`config.mk`:
```
export PLATFORM = sky130hd
export DESIGN_NAME = ir_key_decoder
export DESIGN_NICKNAME = d
export VERILOG_FILES = /design/src/rtl/ir_pkg.sv /design/src/rtl/ir_frame_check.sv /design/src/rtl/ir_key_decoder.sv
export SDC_FILE = /design/constraint.sdc
export NUM_CORES = 1
export LEC_CHECK = 0
export BUFFER_PORTS_ARGS = -buffer_cell sky130_fd_sc_hd__buf_4
export CAP_MARGIN = 5
export CORE_UTILIZATION = 35
export DETAILED_ROUTE_END_ITERATION = 16
export PLACE_DENSITY = 0.61
export REMOVE_ABC_BUFFERS = 1
export SETUP_SLACK_MARGIN = 0.3
export SYNTH_ARGS = -nofsm -noshare
export SYNTH_HDL_FRONTEND = slang
export SYNTH_SLANG_ARGS = --single-unit
export TNS_END_PERCENT = 100
```
`constraint.sdc`:
```
create_clock -name iCLK -period 3 [get_ports iCLK]
set_clock_uncertainty 0.15 [all_clocks]
set_input_delay 0.3 -clock iCLK [delete_from_list [all_inputs] [get_ports iCLK]]
set_output_delay 0.3 -clock iCLK [all_outputs]
set_load 0.005 [all_outputs]
```
`src/rtl/ir_pkg.sv`:
```
// Shared types and constants for the IR remote key decoder.
// Holds the FSM state encoding, the remote key codes and the button decode helper.
package ir_pkg;

    typedef enum logic [1:0] {
        IDLE   = 2'd0,
        HELD   = 2'd1,
        SWITCH = 2'd2
    } ir_state_t;

    localparam logic [7:0]  KEY_1    = 8'h01;
    localparam logic [7:0]  KEY_2    = 8'h02;
    localparam logic [7:0]  KEY_3    = 8'h03;
    localparam logic [7:0]  KEY_4    = 8'h04;
    localparam logic [7:0]  KEY_MUTE = 8'h0C;

    localparam logic [15:0] IR_DEFAULT_CUSTOM = 16'h6B86;

    // One-hot button level for the numeric keys; any other key lights nothing.
    function automatic logic [3:0] button_decode(input logic [7:0] key);
        logic [3:0] b;
        b = 4'b0000;
        case (key)
            KEY_1:   b = 4'b0001;
            KEY_2:   b = 4'b0010;
            KEY_3:   b = 4'b0100;
            KEY_4:   b = 4'b1000;
            default: b = 4'b0000;
        endcase
        return b;
    endfunction

endpackage

```
`src/rtl/ir_frame_check.sv`:
```
// Combinational validity check of a decoded IR frame.
// A frame is valid when the key byte and its inverted copy agree and, optionally, the custom code matches.
module ir_frame_check
    import ir_pkg::*;
#(
    parameter bit          CHECK_CUSTOM = 1'b1,
    parameter logic [15:0] CUSTOM_CODE  = IR_DEFAULT_CUSTOM
) (
    input  logic [31:0] iDATA,
    output logic        valid,
    output logic [7:0]  key
);

    logic inv_ok;
    logic custom_ok;

    assign key       = iDATA[23:16];
    assign inv_ok    = (iDATA[31:24] == ~iDATA[23:16]);
    assign custom_ok = !CHECK_CUSTOM || (iDATA[15:0] == CUSTOM_CODE);
    assign valid     = inv_ok && custom_ok;

endmodule

```
`src/rtl/ir_key_decoder.sv`:
```
// Turns IR receiver frames into press / auto-repeat / release key events with a release timeout.
// Also provides held-button levels for keys 01..04 and a mute toggle on key 0C.
//
// state  | meaning
// IDLE   | no key held; a valid frame starts a press
// HELD   | key held; release timer and typematic repeat timer running
// SWITCH | different key arrived; old key released, new key pressed next cycle
module ir_key_decoder
    import ir_pkg::*;
#(
    parameter bit          CHECK_CUSTOM    = 1'b1,
    parameter logic [15:0] CUSTOM_CODE     = IR_DEFAULT_CUSTOM,
    parameter int unsigned RELEASE_TIMEOUT = 7_500_000,
    parameter int unsigned HOLD_DELAY      = 25_000_000,
    parameter int unsigned REPEAT_PERIOD   = 10_000_000
) (
    input  logic        iCLK,
    input  logic        iRST_n,
    input  logic [31:0] iDATA,
    input  logic        iDATA_READY,
    output logic [7:0]  oKEY_CODE,
    output logic        oKEY_PRESS,
    output logic        oKEY_REPEAT,
    output logic        oKEY_RELEASE,
    output logic        oKEY_HELD,
    output logic [3:0]  oBUTTON,
    output logic        oMUTE,
    output logic        oFRAME_ERR
);

    localparam int unsigned MAX_A = (RELEASE_TIMEOUT > HOLD_DELAY) ? RELEASE_TIMEOUT : HOLD_DELAY;
    localparam int unsigned MAX_P = (MAX_A > REPEAT_PERIOD) ? MAX_A : REPEAT_PERIOD;
    localparam int          CW    = (MAX_P > 1) ? $clog2(MAX_P) : 1;

    localparam logic [CW-1:0] REL_TC  = CW'(RELEASE_TIMEOUT - 1);
    localparam logic [CW-1:0] HOLD_TC = CW'(HOLD_DELAY - 1);
    localparam logic [CW-1:0] RPT_TC  = CW'(REPEAT_PERIOD - 1);

    ir_state_t     state, state_n;
    logic          ready_q;
    logic [CW-1:0] rel_cnt, rel_cnt_n;
    logic [CW-1:0] rep_cnt, rep_cnt_n;
    logic          first_done, first_done_n;
    logic [7:0]    key_q, key_n;
    logic [7:0]    pend_q, pend_n;
    logic          press_q, press_n;
    logic          repeat_q, repeat_n;
    logic          release_q, release_n;
    logic          err_q, err_n;
    logic          mute_q, mute_n;

    logic          frame_valid;
    logic [7:0]    frame_key;
    logic          frame_edge;
    logic          hit;
    logic          rel_tc;
    logic          rep_tc;

    ir_frame_check #(
        .CHECK_CUSTOM (CHECK_CUSTOM),
        .CUSTOM_CODE  (CUSTOM_CODE)
    ) u_frame_check (
        .iDATA (iDATA),
        .valid (frame_valid),
        .key   (frame_key)
    );

    assign frame_edge = iDATA_READY && !ready_q;
    assign hit        = frame_edge && frame_valid;
    assign rel_tc     = (rel_cnt == REL_TC);
    assign rep_tc     = (rep_cnt == (first_done ? RPT_TC : HOLD_TC));

    always_ff @(posedge iCLK or negedge iRST_n) begin
        if (!iRST_n) begin
            state      <= IDLE;
            ready_q    <= 1'b0;
            rel_cnt    <= '0;
            rep_cnt    <= '0;
            first_done <= 1'b0;
            key_q      <= 8'h00;
            pend_q     <= 8'h00;
            press_q    <= 1'b0;
            repeat_q   <= 1'b0;
            release_q  <= 1'b0;
            err_q      <= 1'b0;
            mute_q     <= 1'b0;
        end else begin
            state      <= state_n;
            ready_q    <= iDATA_READY;
            rel_cnt    <= rel_cnt_n;
            rep_cnt    <= rep_cnt_n;
            first_done <= first_done_n;
            key_q      <= key_n;
            pend_q     <= pend_n;
            press_q    <= press_n;
            repeat_q   <= repeat_n;
            release_q  <= release_n;
            err_q      <= err_n;
            mute_q     <= mute_n;
        end
    end

    always_comb begin
        state_n      = state;
        rel_cnt_n    = rel_cnt;
        rep_cnt_n    = rep_cnt;
        first_done_n = first_done;
        key_n        = key_q;
        pend_n       = pend_q;
        press_n      = 1'b0;
        repeat_n     = 1'b0;
        release_n    = 1'b0;
        err_n        = frame_edge && !frame_valid;
        mute_n       = mute_q;

        case (state)
            IDLE: begin
                rel_cnt_n    = '0;
                rep_cnt_n    = '0;
                first_done_n = 1'b0;
                if (hit) begin
                    key_n   = frame_key;
                    press_n = 1'b1;
                    state_n = HELD;
                end
            end
            HELD: begin
                rel_cnt_n = (rel_cnt == '1) ? rel_cnt : rel_cnt + 1'b1;
                rep_cnt_n = (rep_cnt == '1) ? rep_cnt : rep_cnt + 1'b1;
                if (rep_tc) begin
                    repeat_n     = 1'b1;
                    rep_cnt_n    = '0;
                    first_done_n = 1'b1;
                end
                // A fresh frame always beats the release timeout in the same cycle.
                if (hit && (frame_key == key_q)) begin
                    rel_cnt_n = '0;
                end else if (hit) begin
                    pend_n    = frame_key;
                    release_n = 1'b1;
                    state_n   = SWITCH;
                end else if (rel_tc) begin
                    release_n = 1'b1;
                    state_n   = IDLE;
                end
            end
            SWITCH: begin
                key_n        = pend_q;
                press_n      = 1'b1;
                rel_cnt_n    = '0;
                rep_cnt_n    = '0;
                first_done_n = 1'b0;
                state_n      = HELD;
            end
            default: begin
                state_n = IDLE;
            end
        endcase

        if (press_n && (key_n == KEY_MUTE)) begin
            mute_n = !mute_q;
        end
    end

    assign oKEY_CODE    = key_q;
    assign oKEY_PRESS   = press_q;
    assign oKEY_REPEAT  = repeat_q;
    assign oKEY_RELEASE = release_q;
    assign oKEY_HELD    = (state == HELD);
    assign oBUTTON      = oKEY_HELD ? button_decode(key_q) : 4'b0000;
    assign oMUTE        = mute_q;
    assign oFRAME_ERR   = err_q;

endmodule

```
==> metrics.yaml, run 1 <==
sta:
  slew_viol_final: 0
  final-setup-viol-count: 0
  worst_slew_pin_slew_ns: 0.933
  setup_tns_ns: 0
  rsz0062_at_grt: "false"
  fin_crit_sh: 0.818
  slew_headroom: 0.378
  max_freq_ghz: 0.408
  hold_viol: 75
  hold_slack_ns: -0.0517
  layout_min_cycle_time_ns: 2.45
global_routing:
  grt_max_degree: 76
  met2_usage: 0.267
  grt_use_total: 0.172
  top_usage_layer: "met2"
  antenna_found_initial: 0
  grt_pass1_vias: 3536
  grt_overflow: 0
  grt_use_met1: 0.235
  grt_use_met3: 0.0389
  grt_pass1_wl_microns: 17400
yosys:
  post_synth.cell_area_avg_sq_um: 9.56
  ys_warn_count: 0
  synthTopCellsByCount: "75 x dfrtp_1, 59 x nor2_1, 37 x nand2_1"
  synth_area_leaders: "dfrtp_1 44%, xor2_1 5.7%, nor2_1 5.2%, nand2_1 3.2%, xnor2_1 3.1%"
  synth_cells: 447
  synth_most_common_cell: "dfrtp_1"
  ys_ff_latch: 75
  synth.yosys.seq_area_share: 0.439
  synth_top_area_cell: "dfrtp_1"
  synth_edf_count: 0
  yosysTopAreaCellShare: 0.439
  ys.flop_type: "dfrtp_1"
  synthArstFlopShare: 1.00
  synth.distinct_cells: 61
  netlist_area_sq_um: 4280
critical_path:
  critPathRequiredTime_ns: 3.08
  crit_path_start: "iDATA_READY"
  cp_cell_sequence: "dlygate4sd3_1 > buf_4 > or2b_2 > nand4b_4 > o31ai_1 > a2bb2oi_1 > nor4_2 > nand4b_1 > xnor2_1"
  crit_path_top_delay_cell: "dlygate4sd3_1"
  reg2reg_depth: 9
  path_max_fanout: 7
  criticalPathCategory: "input port to register"
  crit_family: "simple AND/OR/NAND/NOR gates"
  r2r_setup_slack_ns: 0.55
  critical-path-max-stage-delay_ns: 0.53
  reg2reg_from: "oKEY_CODE[2]$_DFF_PN0_"
  cp-end-kind: "register"
  cp-start-kind: "input port"
  reg2reg_to: "rel_cnt[9]$_DFFE_PN0P_"
  worstPathArrival_ns: 2.53
  cp.buffers_inverters: 2
worst_hold_path:
  hold_class: "input port to async pin"
clock_tree:
  cts-root-buf: "clkbuf_16"
  numCtsBuffers: 9
  cts_tree: "yes"
  clkSinkCount: 75
  htreeDepth: 3
  ctsLongestPathBuffers: 2
  insertion_delay_ns: 0.34
  clk_pin_slew_ns: 0.06
placement:
  gp_congestion: 0.841
  place_hpwl_microns: 7110
  port_buffers: 52
routing:
  route.vias.total: 3564
  dr.pass1.iters: 4
  viasPerCell: 5.41
  ant_nets: 0
  post_drt_wl_per_cell_microns: 15.2
  first_iter_violations: 219
  remaining_drc_errors: 0
  drt_wl_total_microns: 10000
layout:
  syn_to_final_growth_pct: 21.0
  antenna_cells: 0
  drive_gt1_frac: 0.217
  fin_nets: 544
  fillers: 1138
  fin_util: 0.432
power_and_ir_drop:
  clkPwrFrac: 0.494
  switching_share: 0.230
  p_int_mw: 1.71
  pwr-share-comb: 0.048
  seqPwrFrac: 0.458
  total_power_mw: 2.23
  leakage_nw: 2.17
  p_switching_uw: 513
  ir_worst_vdd_mv: 0.215
  power_density_nw_per_um2: 431
die:
  rows: 40
  ioPinCount: 53
  initial_core_util: 0.357
  die-area_sq_um: 12700
  die_w_microns: 113
  fp.dieH_microns: 113
  coreArea_sq_um: 12000
outcome:
  violations: "hold timing"
  status: "finished with violations"
flow_run:
  maxCapViolCount: 0
power groups by stage:
stage	Clock (mW)	Combinational [mW]	Sequential [mW]
finish	1.10	0.107	1.02
global route	1.16	0.119	1.02
CTS	1.12	0.109	1.02
detailed placement	0	0.107	1.04
global placement	0	0.105	1.04
floorplan	0	0.0354	1.04
sequential cells by signal, summed over array words and instances, names as in the netlist:
| register | cells |
|---|---|
| oMUTE | 1 |
| oKEY_RELEASE | 1 |
| ready_q | 1 |
| rep_cnt | 25 |
| oFRAME_ERR | 1 |
| first_done | 1 |
| rel_cnt | 25 |
| state | 2 |
| oKEY_REPEAT | 1 |
| pend_q | 8 |
| oKEY_CODE | 8 |
| oKEY_PRESS | 1 |
cells by family (layout without fill, tap and decap cells):
group	after synthesis	count (layout)	synth area share
and+or+nand+nor	218	218	0.288
AOI/OAI and AO/OA	76	76	0.124
DFF	75	75	0.439
xor gates and xnor gates	44	44	0.0919
buffers and inverters	24	89	0.0301
muxes	8	8	0.0211
adders and majority gates	2	2	0.00585
routing by layer:
metal  wire length, microns  share of wire  vias up
met5                      0              0        -
met4                    163          0.016        0
met3                    468          0.047       11
met2                   4600           0.46       76
met1                   4800           0.48     1729
li1                       -              -     1748
repair_timing:
action,4_1_cts,5_1_grt
hold buffers,1,0
resized for setup,0,3
hold endpoints to repair,1,0
endpoints found under the setup margin,0,9
setup buffers,0,1
layout make-up:
class / count / area, sq um / area share
Clock inverter: 7 / 77.6 / 0.0150
Clock buffer: 9 / 225 / 0.0436
Multi-Input combinational cell: 348 / 2290 / 0.443
Timing Repair Buffer: 64 / 483 / 0.0934
Sequential cell: 75 / 1880 / 0.363
Inverter: 9 / 33.8 / 0.00653
Tap cell: 147 / 184 / 0.0356
placed cells by master (no fill, tap or decap), drive strengths merged, types with 3 or more instances in the layout:
master | Yosys | routed
o21ai | 23 | 23
o22a | 3 | 3
nor4 | 11 | 11
nand4b | 5 | 5
buf | 5 | 63
nor2b | 4 | 4
nand2 | 37 | 37
nand2b | 10 | 10
dfrtp | 75 | 75
a21o | 3 | 3
and2 | 4 | 4
nor2 | 59 | 59
clkbuf | 10 | 9
a31oi | 6 | 6
a21oi | 10 | 10
o31ai | 16 | 16
xor2 | 28 | 28
and3 | 10 | 10
nor3 | 10 | 10
clkinvlp | 0 | 4
or2 | 3 | 3
nand4 | 17 | 17
xnor2 | 16 | 16
nand3 | 27 | 27
inv | 8 | 9
mux2 | 8 | 8
nor4b | 6 | 6
a2bb2oi | 5 | 5
how the worst max path moves through the flow:
stage                             endpoint  slack [ns]  depth (start not counted)
CTS                 rel_cnt[9]$_DFFE_PN0P_        0.37                          8
detailed placement       oMUTE$_DFFE_PN0P_        0.26                          9
floorplan           rel_cnt[9]$_DFFE_PN0P_        0.34                          8
global placement         oMUTE$_DFFE_PN0P_        0.30                          9
finish                   oMUTE$_DFFE_PN0P_        0.55                          9
global route        rel_cnt[3]$_DFFE_PN0P_        0.31                          9
stage by stage:
step / std cells / setup WS, ns / hold slack (ns) / area (sq um)
final: 659 / 0.547 / -0.0517 / 5170
after global routing: 659 / 0.312 / 0.0460 / 5170
after CTS: 658 / 0.375 / 0.00397 / 5140
after detailed placement: 641 / 0.259 / 0.274 / 4830
after global placement: 641 / 0.305 / 0.269 / 4830
after floorplan: 432 / 0.341 / -0.146 / 4180
Power figures use the tool's default switching activity.
==> run 2: changes to the inputs <==
- ABC_AREA: unset -> 1
- PLACE_DENSITY: 0.61 -> 0.6
- clock period: 3 -> 2.3 ns (I/O delays scaled with it)
==> metrics.yaml, run 2 <==
sta:
  setup_tns_ns: 0
  max_freq_ghz: 0.445
  finalWorstSetupSlack_ns: 0.0540
  hold_viol: 0
  final-setup-viol-count: 0
  worst_slew_pin_slew_ns: 0.521
  slew_headroom: 0.650
  slew_viol_final: 0
  rsz0062_at_grt: "true"
  layout_min_cycle_time_ns: 2.25
  fin_crit_sh: 0.977
layout:
  drive_gt1_frac: 0.257
  fillers: 1475
  syn_to_final_growth_pct: 32.7
  layout_commonest_cell: "nand2_1"
  largestRegisters: "rel_cnt (25), rep_cnt (25)"
  mostFrequentLayoutCells: "214 x nand2_1, 108 x buf_4, 104 x nor2_1"
  antenna_cells: 0
  fin_util: 0.474
  fin_nets: 959
  stdcell_area_sq_um: 7180
worst_hold_path:
  hold_depth: 3
  hold_class: "input port to register"
critical_path:
  cp-start-kind: "register"
  cp_cell_sequence: "ha_2 > inv_2 > nor2_2 > nand2_2 > inv_2 > nand3_2 > nor4_4 > nand3_2 > nand2_2 > nand2_4 > nand2_8 > buf_12 > nand2_4 > nand2_2 > nand2_1 > nor2_1"
  path_common_cell: "nand2_2"
  path_max_fanout: 7
  critical-path-max-stage-delay_ns: 0.35
  critPathRequiredTime_ns: 2.43
  reg2reg_depth: 16
  worstPathArrival_ns: 2.37
  crit_path_top_delay_cell: "dfrtp_1"
  criticalPathCategory: "register to register"
  cp-end-kind: "register"
clock_tree:
  htreeDepth: 3
  ctsLongestPathBuffers: 2
  cts-root-buf: "clkbuf_16"
  numCtsBuffers: 9
  cts_tree: "yes"
  insertion_delay_ns: 0.35
  clkSinkCount: 75
  clk_pin_slew_ns: 0.06
die:
  rows: 45
  ioPinCount: 53
  coreArea_sq_um: 15100
  die-area_sq_um: 16000
  die_w_microns: 126
  initial_core_util: 0.357
  fp.dieH_microns: 126
routing:
  post_drt_wl_per_cell_microns: 14.1
  drt_wl_total_microns: 15700
  viasPerCell: 5.06
  remaining_drc_errors: 0
  route.vias.total: 5643
  first_iter_violations: 496
  ant_nets: 0
  dr.pass1.iters: 8
power_and_ir_drop:
  clkPwrFrac: 0.481
  pwr-share-comb: 0.070
  p_switching_uw: 720
  leakage_nw: 3.41
  seqPwrFrac: 0.449
  switching_share: 0.242
  power_density_nw_per_um2: 415
  total_power_mw: 2.98
  ir_worst_vdd_mv: 0.391
  p_int_mw: 2.26
global_routing:
  grt_pass1_wl_microns: 25600
  grt_pass1_vias: 5246
  grt_use_total: 0.202
  antenna_found_initial: 0
  grt_overflow: 0
  grt_max_degree: 47
flow_run:
  maxCapViolCount: 0
placement:
  gp_congestion: 0.941
  placed_cell_area_sq_um: 6270
  port_buffers: 52
  dpl_worst_slack_ns: 0.0643
  place_hpwl_microns: 11400
yosys:
  synth_area_leaders: "dfrtp_1 35%, nand2_1 15%, nor2_1 7.9%, inv_1 6.5%, nand3_1 4.7%"
  synthTopCellsByCount: "221 x nand2_1, 114 x nor2_1, 94 x inv_1"
  synth.yosys.seq_area_share: 0.347
  ys_ff_latch: 75
  synth.distinct_cells: 44
  synth_edf_count: 0
  ys.flop_type: "dfrtp_1"
  netlist_area_sq_um: 5410
  synth_top_area_cell: "dfrtp_1"
  synth_most_common_cell: "nand2_1"
  synth_cells: 807
  synthArstFlopShare: 1.00
  yosysTopAreaCellShare: 0.347
  ys_warn_count: 0
  post_synth.cell_area_avg_sq_um: 6.70
outcome:
  status: "finished, final reports clean"
-- run 2: cell count changes after synthesis, moves of 15 or more --
cell and change:
nand3_1 +25, nor2_1 +55, nand4_1 +15, inv_1 +86, nor3_1 +28, nand2_1 +184, o21ai_1 +15
-- run 2: kinds of logic after synthesis --
group,synth area share
AO/OA/AOI/OAI,0.0724
XOR/XNOR,0.0632
flip-flops,0.347
adder cells (fa/ha/maj),0.00463
buffers and inverters,0.101
AND/OR/NAND/NOR,0.412
-- run 2: per-stage QoR --
| stage | std cells | hold WS (ns) |
|---|---|---|
| 4_1_cts | 1106 | 0.0188 |
| 6_report | 1115 | 0.0275 |
| 5_1_grt | 1115 | 0.0365 |
| 3_3_place_gp | 1070 | 0.0418 |
| 3_5_place_dp | 1070 | 0.0421 |
| 2_1_floorplan | 786 | -0.216 |
-- run 2: routing by layer --
layer / wire length, microns / global-route usage / up-vias
met5: 0 / 0 / -
met4: 471 / 0.0964 / 0
met3: 755 / 0.0342 / 37
met2: 7220 / 0.320 / 161
met1: 7270 / 0.268 / 2601
li1: - / - / 2844
-- run 2: worst paths after layout --
| kind | start | slack [ns] | end |
|---|---|---|---|
| worst min-delay path | iDATA[22] | 0.03 | pend_q[6]$_DFFE_PN0P_ |
| max in group asynchronous | iRST_n | 1.20 | oKEY_CODE[4]$_DFF_PN0_ |
| min in group asynchronous | iRST_n | 0.21 | rep_cnt[14]$_DFFE_PN0P_ |
| worst max register to register | rep_cnt[0]$_DFFE_PN0P_ | 0.05 | rep_cnt[18]$_DFFE_PN0P_ |
| worst max-delay path | rep_cnt[0]$_DFFE_PN0P_ | 0.05 | rep_cnt[18]$_DFFE_PN0P_ |
| worst min register to register | pend_q[0]$_DFFE_PN0P_ | 0.34 | pend_q[0]$_DFFE_PN0P_ |
-- run 2: cell type report --
class                      count  area, sq um  share of cell area
clock inverter                 6         66.3             0.00924
sequential                    75         1880               0.262
timing repair buffer         125         1090               0.152
inverter                     107          419              0.0584
clock buffer                  10          229              0.0319
multi-input combinational    604         3260               0.454
tap                          188          235              0.0328
-- run 2: worst max-delay path, delay by kind of cell, from the launching register on --
kind,cells,cell delay (ns)
buf+inv,3,0.24
fa+ha+maj,1,0.20
flops,1,0.35
simple gates,12,1.23
-- run 2: what timing repair did --
item                                   in CTS  in global routing
gates cloned                                1                  2
endpoints found under the hold margin      31                  0
pin swaps                                   7                 11
setup endpoints to repair                  54                 65
buffers inserted                           16                  7
hold buffers                                3                  0
resized for setup                          39                 48
-- run 2: power by group through the flow --
| stage | Clock [mW] | Combinational, mW | Sequential (mW) |
|---|---|---|---|
| 2_1_floorplan | 0 | 0.0876 | 1.36 |
| 3_3_place_gp | 0 | 0.201 | 1.36 |
| 3_5_place_dp | 0 | 0.201 | 1.36 |
| 4_1_cts | 1.46 | 0.208 | 1.34 |
| 5_1_grt | 1.52 | 0.238 | 1.34 |
| 6_report | 1.43 | 0.207 | 1.34 |
